===== src/rtl/tmr_timestamp_fifo.sv =====
// tmr_timestamp_fifo: captures the voted counter value on each event strobe into a
// small FIFO and presents the queued timestamps on a valid/ready stream. Events that
// arrive while the FIFO is full (with no pop on the same edge) are dropped. A dropped
// event sets a sticky overflow flag and increments a saturating drop counter.
// Optional build macro TS_TMR_PTR_EN: the write and read pointers are triplicated and
// majority voted. A pointer copy that disagrees with the vote raises ptr_fault for one
// cycle. Without the macro, single pointers are used and ptr_fault is tied to 0.
module tmr_timestamp_fifo #(
    parameter int WIDTH  = 64,
    parameter int DEPTH  = 4,
    parameter int DROP_W = 8
) (
    input  logic                     clk,
    input  logic                     rst_n,
    input  logic [WIDTH-1:0]         count_in,
    input  logic                     event_in,
    output logic                     ts_valid,
    input  logic                     ts_ready,
    output logic [WIDTH-1:0]         ts_data,
    output logic [$clog2(DEPTH):0]   level,
    output logic                     overflow,
    input  logic                     overflow_clr,
    output logic [DROP_W-1:0]        drop_cnt,
    output logic                     ptr_fault
);
    localparam int AW = $clog2(DEPTH);
    localparam int PW = AW + 1;

    logic [WIDTH-1:0]  r_mem [DEPTH];
    logic [PW-1:0]     w_wr_ptr;
    logic [PW-1:0]     w_rd_ptr;
    logic [PW-1:0]     w_wr_nxt;
    logic [PW-1:0]     w_rd_nxt;
    logic              w_empty;
    logic              w_full;
    logic              w_pop;
    logic              w_push;
    logic              w_drop;
    logic              r_overflow;
    logic [DROP_W-1:0] r_drop_cnt;

    // The extra wrap bit tells a full FIFO apart from an empty one.
    assign w_empty = (w_wr_ptr == w_rd_ptr);
    assign w_full  = (w_wr_ptr[AW-1:0] == w_rd_ptr[AW-1:0]) && (w_wr_ptr[AW] != w_rd_ptr[AW]);
    assign w_pop   = !w_empty && ts_ready;
    // A pop on the same edge frees the slot, so a push into a full FIFO is still accepted.
    assign w_push  = event_in && (!w_full || w_pop);
    assign w_drop  = event_in && w_full && !w_pop;

    assign w_wr_nxt = w_wr_ptr + PW'(w_push);
    assign w_rd_nxt = w_rd_ptr + PW'(w_pop);

`ifdef TS_TMR_PTR_EN
    logic [PW-1:0] r_wr_ptr_a, r_wr_ptr_b, r_wr_ptr_c;
    logic [PW-1:0] r_rd_ptr_a, r_rd_ptr_b, r_rd_ptr_c;
    logic          r_ptr_fault;
    logic          w_mis;

    assign w_wr_ptr = (r_wr_ptr_a & r_wr_ptr_b) | (r_wr_ptr_a & r_wr_ptr_c) | (r_wr_ptr_b & r_wr_ptr_c);
    assign w_rd_ptr = (r_rd_ptr_a & r_rd_ptr_b) | (r_rd_ptr_a & r_rd_ptr_c) | (r_rd_ptr_b & r_rd_ptr_c);
    assign w_mis    = (r_wr_ptr_a != w_wr_ptr) || (r_wr_ptr_b != w_wr_ptr) || (r_wr_ptr_c != w_wr_ptr) ||
                      (r_rd_ptr_a != w_rd_ptr) || (r_rd_ptr_b != w_rd_ptr) || (r_rd_ptr_c != w_rd_ptr);

    // Every copy reloads from the voted next value, so a single upset heals within one cycle.
    always_ff @(posedge clk or negedge rst_n) begin
        if (!rst_n) begin
            r_wr_ptr_a  <= '0;
            r_wr_ptr_b  <= '0;
            r_wr_ptr_c  <= '0;
            r_rd_ptr_a  <= '0;
            r_rd_ptr_b  <= '0;
            r_rd_ptr_c  <= '0;
            r_ptr_fault <= 1'b0;
        end else begin
            r_wr_ptr_a  <= w_wr_nxt;
            r_wr_ptr_b  <= w_wr_nxt;
            r_wr_ptr_c  <= w_wr_nxt;
            r_rd_ptr_a  <= w_rd_nxt;
            r_rd_ptr_b  <= w_rd_nxt;
            r_rd_ptr_c  <= w_rd_nxt;
            r_ptr_fault <= w_mis;
        end
    end

    assign ptr_fault = r_ptr_fault;
`else
    logic [PW-1:0] r_wr_ptr;
    logic [PW-1:0] r_rd_ptr;

    assign w_wr_ptr = r_wr_ptr;
    assign w_rd_ptr = r_rd_ptr;

    // Single-copy pointer registers.
    always_ff @(posedge clk or negedge rst_n) begin
        if (!rst_n) begin
            r_wr_ptr <= '0;
            r_rd_ptr <= '0;
        end else begin
            r_wr_ptr <= w_wr_nxt;
            r_rd_ptr <= w_rd_nxt;
        end
    end

    assign ptr_fault = 1'b0;
`endif

    // Timestamp storage. Reset clears it so no stale data survives a reset.
    always_ff @(posedge clk or negedge rst_n) begin
        if (!rst_n) begin
            for (int i = 0; i < DEPTH; i++) r_mem[i] <= '0;
        end else if (w_push) begin
            r_mem[w_wr_ptr[AW-1:0]] <= count_in;
        end
    end

    // Overflow tracking. On the same edge, a drop takes priority over the clear,
    // so a simultaneous drop and clear leaves a count of exactly one.
    always_ff @(posedge clk or negedge rst_n) begin
        if (!rst_n) begin
            r_overflow <= 1'b0;
            r_drop_cnt <= '0;
        end else if (w_drop) begin
            r_overflow <= 1'b1;
            if (overflow_clr)    r_drop_cnt <= DROP_W'(1);
            else if (!(&r_drop_cnt)) r_drop_cnt <= r_drop_cnt + DROP_W'(1);
        end else if (overflow_clr) begin
            r_overflow <= 1'b0;
            r_drop_cnt <= '0;
        end
    end

    assign ts_valid = !w_empty;
    assign ts_data  = w_empty ? '0 : r_mem[w_rd_ptr[AW-1:0]];
    assign level    = w_wr_ptr - w_rd_ptr;
    assign overflow = r_overflow;
    assign drop_cnt = r_drop_cnt;
endmodule


===== config.mk =====
export PLATFORM = sky130hd
export DESIGN_NAME = tmr_timestamp_fifo
export DESIGN_NICKNAME = d
export VERILOG_FILES = /design/src/rtl/tmr_timestamp_fifo.sv
export SDC_FILE = /design/constraint.sdc
export NUM_CORES = 1
export LEC_CHECK = 0
export BUFFER_PORTS_ARGS = -buffer_cell sky130_fd_sc_hd__buf_2
export CAP_MARGIN = 5
export CELL_PAD_IN_SITES_DETAIL_PLACEMENT = 1
export CELL_PAD_IN_SITES_GLOBAL_PLACEMENT = 1
export CORE_MARGIN = 8
export CORE_UTILIZATION = 38
export DETAILED_ROUTE_END_ITERATION = 6
export PLACE_DENSITY_LB_ADDON = 0.1
export SLEW_MARGIN = 20
export SYNTH_ARGS = -nofsm -noshare
export SYNTH_HDL_FRONTEND = slang
export SYNTH_SLANG_ARGS = --single-unit
export TNS_END_PERCENT = 30

===== constraint.sdc =====
create_clock -name clk -period 2.9 [get_ports clk]
set_clock_uncertainty 0.05 [all_clocks]
set_input_delay 0.58 -clock clk [delete_from_list [all_inputs] [get_ports clk]]
set_output_delay 0.58 -clock clk [all_outputs]
set_load 0.03 [all_outputs]

Word-level counts from Yosys, hierarchy flattened
Index checks and enable logic that the tools add are counted.

storage, ports and cells
  register bits = 271
  output and inout port bits = 78

cells by class
  add/subtract/negate cells = 4
  $lt $le $gt $ge = 3
  equality and inequality tests = 4
  muxes and demuxes = 13
  bitwise logic cells = 2
  reductions and logical operators = 13

operators by type and width
  kind                   number
  $bwmux W256            1
  $mux W64               4
  $bmux W64 S2           1
  $demux W64 S2          1
  $mux W8                4
  $add A8 B1 Y8 const B  1
  $reduce_and A8 Y1      1
  $add A3 B1 Y3          2
  $ge A3 B3 Y1 const B   2
  $logic_and A1 B1 Y1    6
  $not A2 Y3             2
  $eq A3 B3 Y1           1
  $logic_not A1 Y1       3
  $lt A3 B1 Y1 const B   1
  $sub A3 B3 Y3          1
  $eq A2 B2 Y1           1
  $mux W1                2
  $ne A2 B2 Y1 const B   1
  $reduce_and A2 Y1      1
  $reduce_bool A2 Y1     1
  $logic_or A1 B1 Y1     1
  $ne A1 B1 Y1           1

Logic depth before layout (Yosys ltp)
  depth in word-level cells = 7
  gate-level depth with buffers = 10
  gate-level depth less buffers = 7

Least setup slack after synthesis
No wires, ideal clock.

  path kind = reg2out
  start = register r_rd_ptr[1]
  end = output ts_data[54]
  arrival = 2.322 ns
  setup slack = -0.052 ns
  stages on the path, launching flop included = 8
  path buffers = 3
  cells stage by stage = dfrtp_1 clkbuf_1 buf_1 inv_1 ha_1 nand3_1 clkbuf_1 and2_1

between the ends
  longest elaborated chain between the ends = 5
  elaborated cells between the ends (all ways) = 6
  classes of those cells = eq/ne: 1; mux: 4; bitwise: 1

ends and longest elaborated chain
  element                                      RTL line  text
  start: declaration                           88        logic [PW-1:0] r_rd_ptr;
  start signal: assignment                     100       r_rd_ptr <= w_rd_nxt;
  $not A2 Y3 (implied by the code)             133       assign ts_data = w_empty ? '0 : r_mem[w_rd_ptr[AW-1:0]];
  $bmux W64 S2                                 133
  $mux W64 (implied by the code) (2 in a row)  133
  $mux W64 (*)                                 133
  end: declaration                             19        output logic [WIDTH-1:0] ts_data,

Every way passes the cells marked *; elsewhere a longest branch is shown, timed or not. The select of a mux whose other input is x is not followed.

Worst setup path after layout
  start = register r_rd_ptr[0]
  end = output ts_data[2]

Same word-level chain as after synthesis.

==> out/metrics.cfg <==
[synthesis]
async_reset_ff_frac = 1.000
synth_fp_nets = 845
synth_fa_ha_area_frac = 0.008750
ys_ff_latch = 271
synthFlopType = dfrtp_1
yosys.cell_types.count = 42
synth-xor-area-share = 0.003459
synth_compound_area_frac = 0.008139
netlist_area_um2 = 12300
synth-seq-area-share = 0.5514
synth-simple-area-share = 0.05046
synth_warnings = 0
avgSynthCellArea_um2 = 16.01
synth_top_family_by_area = multiplexers
synthMuxAreaShare = 0.3524
synth_edf_count = 0
netlist_instances = 768

[global_routing]
antenna_found_initial = 5
grt_max_degree = 79
grt_pass1_wl_um = 49720
track_usage = 0.1633
grt_pass1_vias = 8640
overflow = 0

[run_status]
status = complete, no violations

[finish]
drive_above_1_share = 0.5906
layout.area.seq_um2 = 6792
multi_input_comb_area_um2 = 5308
n_fill_cell = 3101
synthToLayoutAreaGrowth_pct = 24.69
nNetsFinal = 1015

[die]
pin_count = 147
fp.dieArea_um2 = 38370
start_util = 0.3819
core.rowCount = 66
die_h_um = 195.9
die_w_um = 195.9
core_um2 = 32210

[routing]
wl_per_cell_um = 24.28
drtPass1Iterations = 6
drt_iter0_markers = 200
via_per_inst = 5.299
via_count = 7254
postRouteAntennaNets = 0
routed_wl_um = 33240
drc = 0

[timing]
slew-limit-headroom = 0.6607
setup_ws_ns = 0.02142
rsz0062_at_grt = true
setup_viol = 0
tightestPinTransition_ns = 0.5089
drv_slew = 0
fin_crit_ns = 2.879
hold_viol = 0
whs_ns = 0.2273
timing.fmax_mhz = 347.4
post-route-period-util = 0.9926

[clock_network]
clock-sinks = 271
clkLatencyLatePin_ns = 0.57
cts_buffers = 31
htree_num_levels = 1
path_clk_slew_ns = 0.06
clk_path_buf_depth = 3
cts_tree = done
cts_root_buf = clkbuf_16

[setup_path]
worstReg2RegStart = r_rd_ptr[0]
crit_fanout = 7
worstSetupPathType = flop to output pin
reg2regPathDepth = 7
slowest_stage = dfrtp_4
arrival_ns = 2.25
critPathCapture = ts_data[2]
cp.required_ns = 2.27
cp-start-kind = flop
cp-startpoint = r_rd_ptr[0]
crit_path_end_kind = output pin
slowest_delay_ns = 0.51
crit_path_cell_trace = buf_12 -> buf_4 -> buf_16 -> mux4_2 -> and2_4 -> buf_6
regToRegSetupSlack_ns = 0.38
timing.rr.end = r_mem[129]

[placed_design]
portBuffers = 145
gp_congestion = 0.7165
dpl.hpwl_um = 19590
place_ws_ns = 0.2489

[run]
maxCapViolCount = 0

[worst_hold_path]
hold_class = primary input to flop

[metrics by stage]
stage / instances / TNS, ns / cell area (um2) / utilization
finish: 1369 / 0 / 15330 / 0.4761
CTS: 1349 / -0.3596 / 14860 / 0.4613
floorplan: 768 / 0 / 12300 / -
global route: 1368 / -0.5436 / 15330 / 0.4761
global placement: 1291 / 0 / 13590 / 0.4220
detailed placement: 1291 / 0 / 13590 / 0.4220
[metal layers]
layer / up-vias / global-route usage / part of all wire
met5: - / 0 / 0.0013
met4: 8 / 0.03762 / 0.030
met3: 58 / 0.03101 / 0.036
met2: 134 / 0.2961 / 0.52
met1: 3889 / 0.1982 / 0.41
li1: 3165 / - / -
[cells by family (layout without fill, tap and decap cells)]
kind of cell,Yosys count,after routing
AOI/OAI and AO/OA,15,15
xor gates and xnor gates,4,4
adders and majority gates,8,8
buffers and inverters,54,246
DFF,271,271
muxes,321,321
other,1,2
and+or+nand+nor,94,94
[Yosys cell counts, types with 2 or more instances]
cell type | n | area, um2
o21ai_0 | 4 | 20.02
inv_1 | 7 | 26.28
xor2_1 | 2 | 17.52
mux4_2 | 64 | 1441
buf_2 | 6 | 30.03
nand4_1 | 2 | 12.51
nand2_1 | 5 | 18.77
mux2_2 | 234 | 2635
nor2_1 | 5 | 18.77
dfrtp_1 | 271 | 6782
nand3_1 | 2 | 10.01
nand3_4 | 4 | 70.07
a21oi_1 | 3 | 15.01
nor3_1 | 2 | 10.01
clkbuf_1 | 14 | 52.55
and2_1 | 65 | 406.6
ha_1 | 7 | 87.58
mux2_1 | 22 | 247.7
buf_4 | 26 | 195.2
[what timing repair did]
action | in CTS | in global routing
buffers inserted | 1 | 8
endpoints found under the hold margin | 58 | 0
gates cloned | 1 | 11
pin swaps | 0 | 11
hold buffers | 1 | 0
gates resized for setup | 67 | 51
endpoints found under the setup margin | 65 | 62
[worst max-delay path, delay by kind of cell (launching register included)]
family        cells  cell delay [ns]
buf+inv           4             0.56
flops             1             0.51
mux               1             0.47
simple gates      1             0.16
[sequential cells by signal (all words and copies together), names as in the netlist]
signal / flops
drop_cnt: 8
r_rd_ptr: 3
r_wr_ptr: 3
r_mem: 256
overflow: 1
[layout by cell type, fill, tap and decap left out, types with 2 or more instances in the layout]
cell type,n
buf_6,33
o21ai_0,4
inv_1,6
dfrtp_1,267
buf_8,2
ha_4,2
nand3_4,5
nor2_1,5
and2_4,20
buf_2,99
dfrtp_2,2
buf_16,3
nand4_1,2
xor2_1,2
clkbuf_16,38
clkbuf_8,12
mux2_1,22
mux4_2,64
mux2_2,234
buf_4,22
ha_1,5
nand2_1,5
buf_12,17
clkinv_2,4
nor3_1,2
clkbuf_1,5
and2_1,45
dfrtp_4,2
a21oi_1,3
[worst min path at each step]
stage,startpoint,end,slack (ns),cells past startpoint
5_1_grt,count_in[19],r_mem[211],0.22,2
2_1_floorplan,rst_n,drop_cnt[0],0.23,0
4_1_cts,count_in[24],r_mem[216],0.20,2
6_report,count_in[24],r_mem[216],0.23,2
3_3_place_gp,overflow,overflow,0.41,1
3_5_place_dp,r_mem[194],r_mem[194],0.43,1
[final cells by class]
cell class | count | area share
diodes | 1 | 0.0001632
clock buffers | 48 | 0.06258
clock inverters | 7 | 0.004324
inverters | 7 | 0.001713
multi-input cells | 443 | 0.3461
flip-flops and latches | 271 | 0.4429
well taps | 408 | 0.03329
repair buffers | 184 | 0.1089
Power is left out: the tool's default activity adds up to more than one toggle a clock period on the data nets, which glitch-free logic cannot reach.
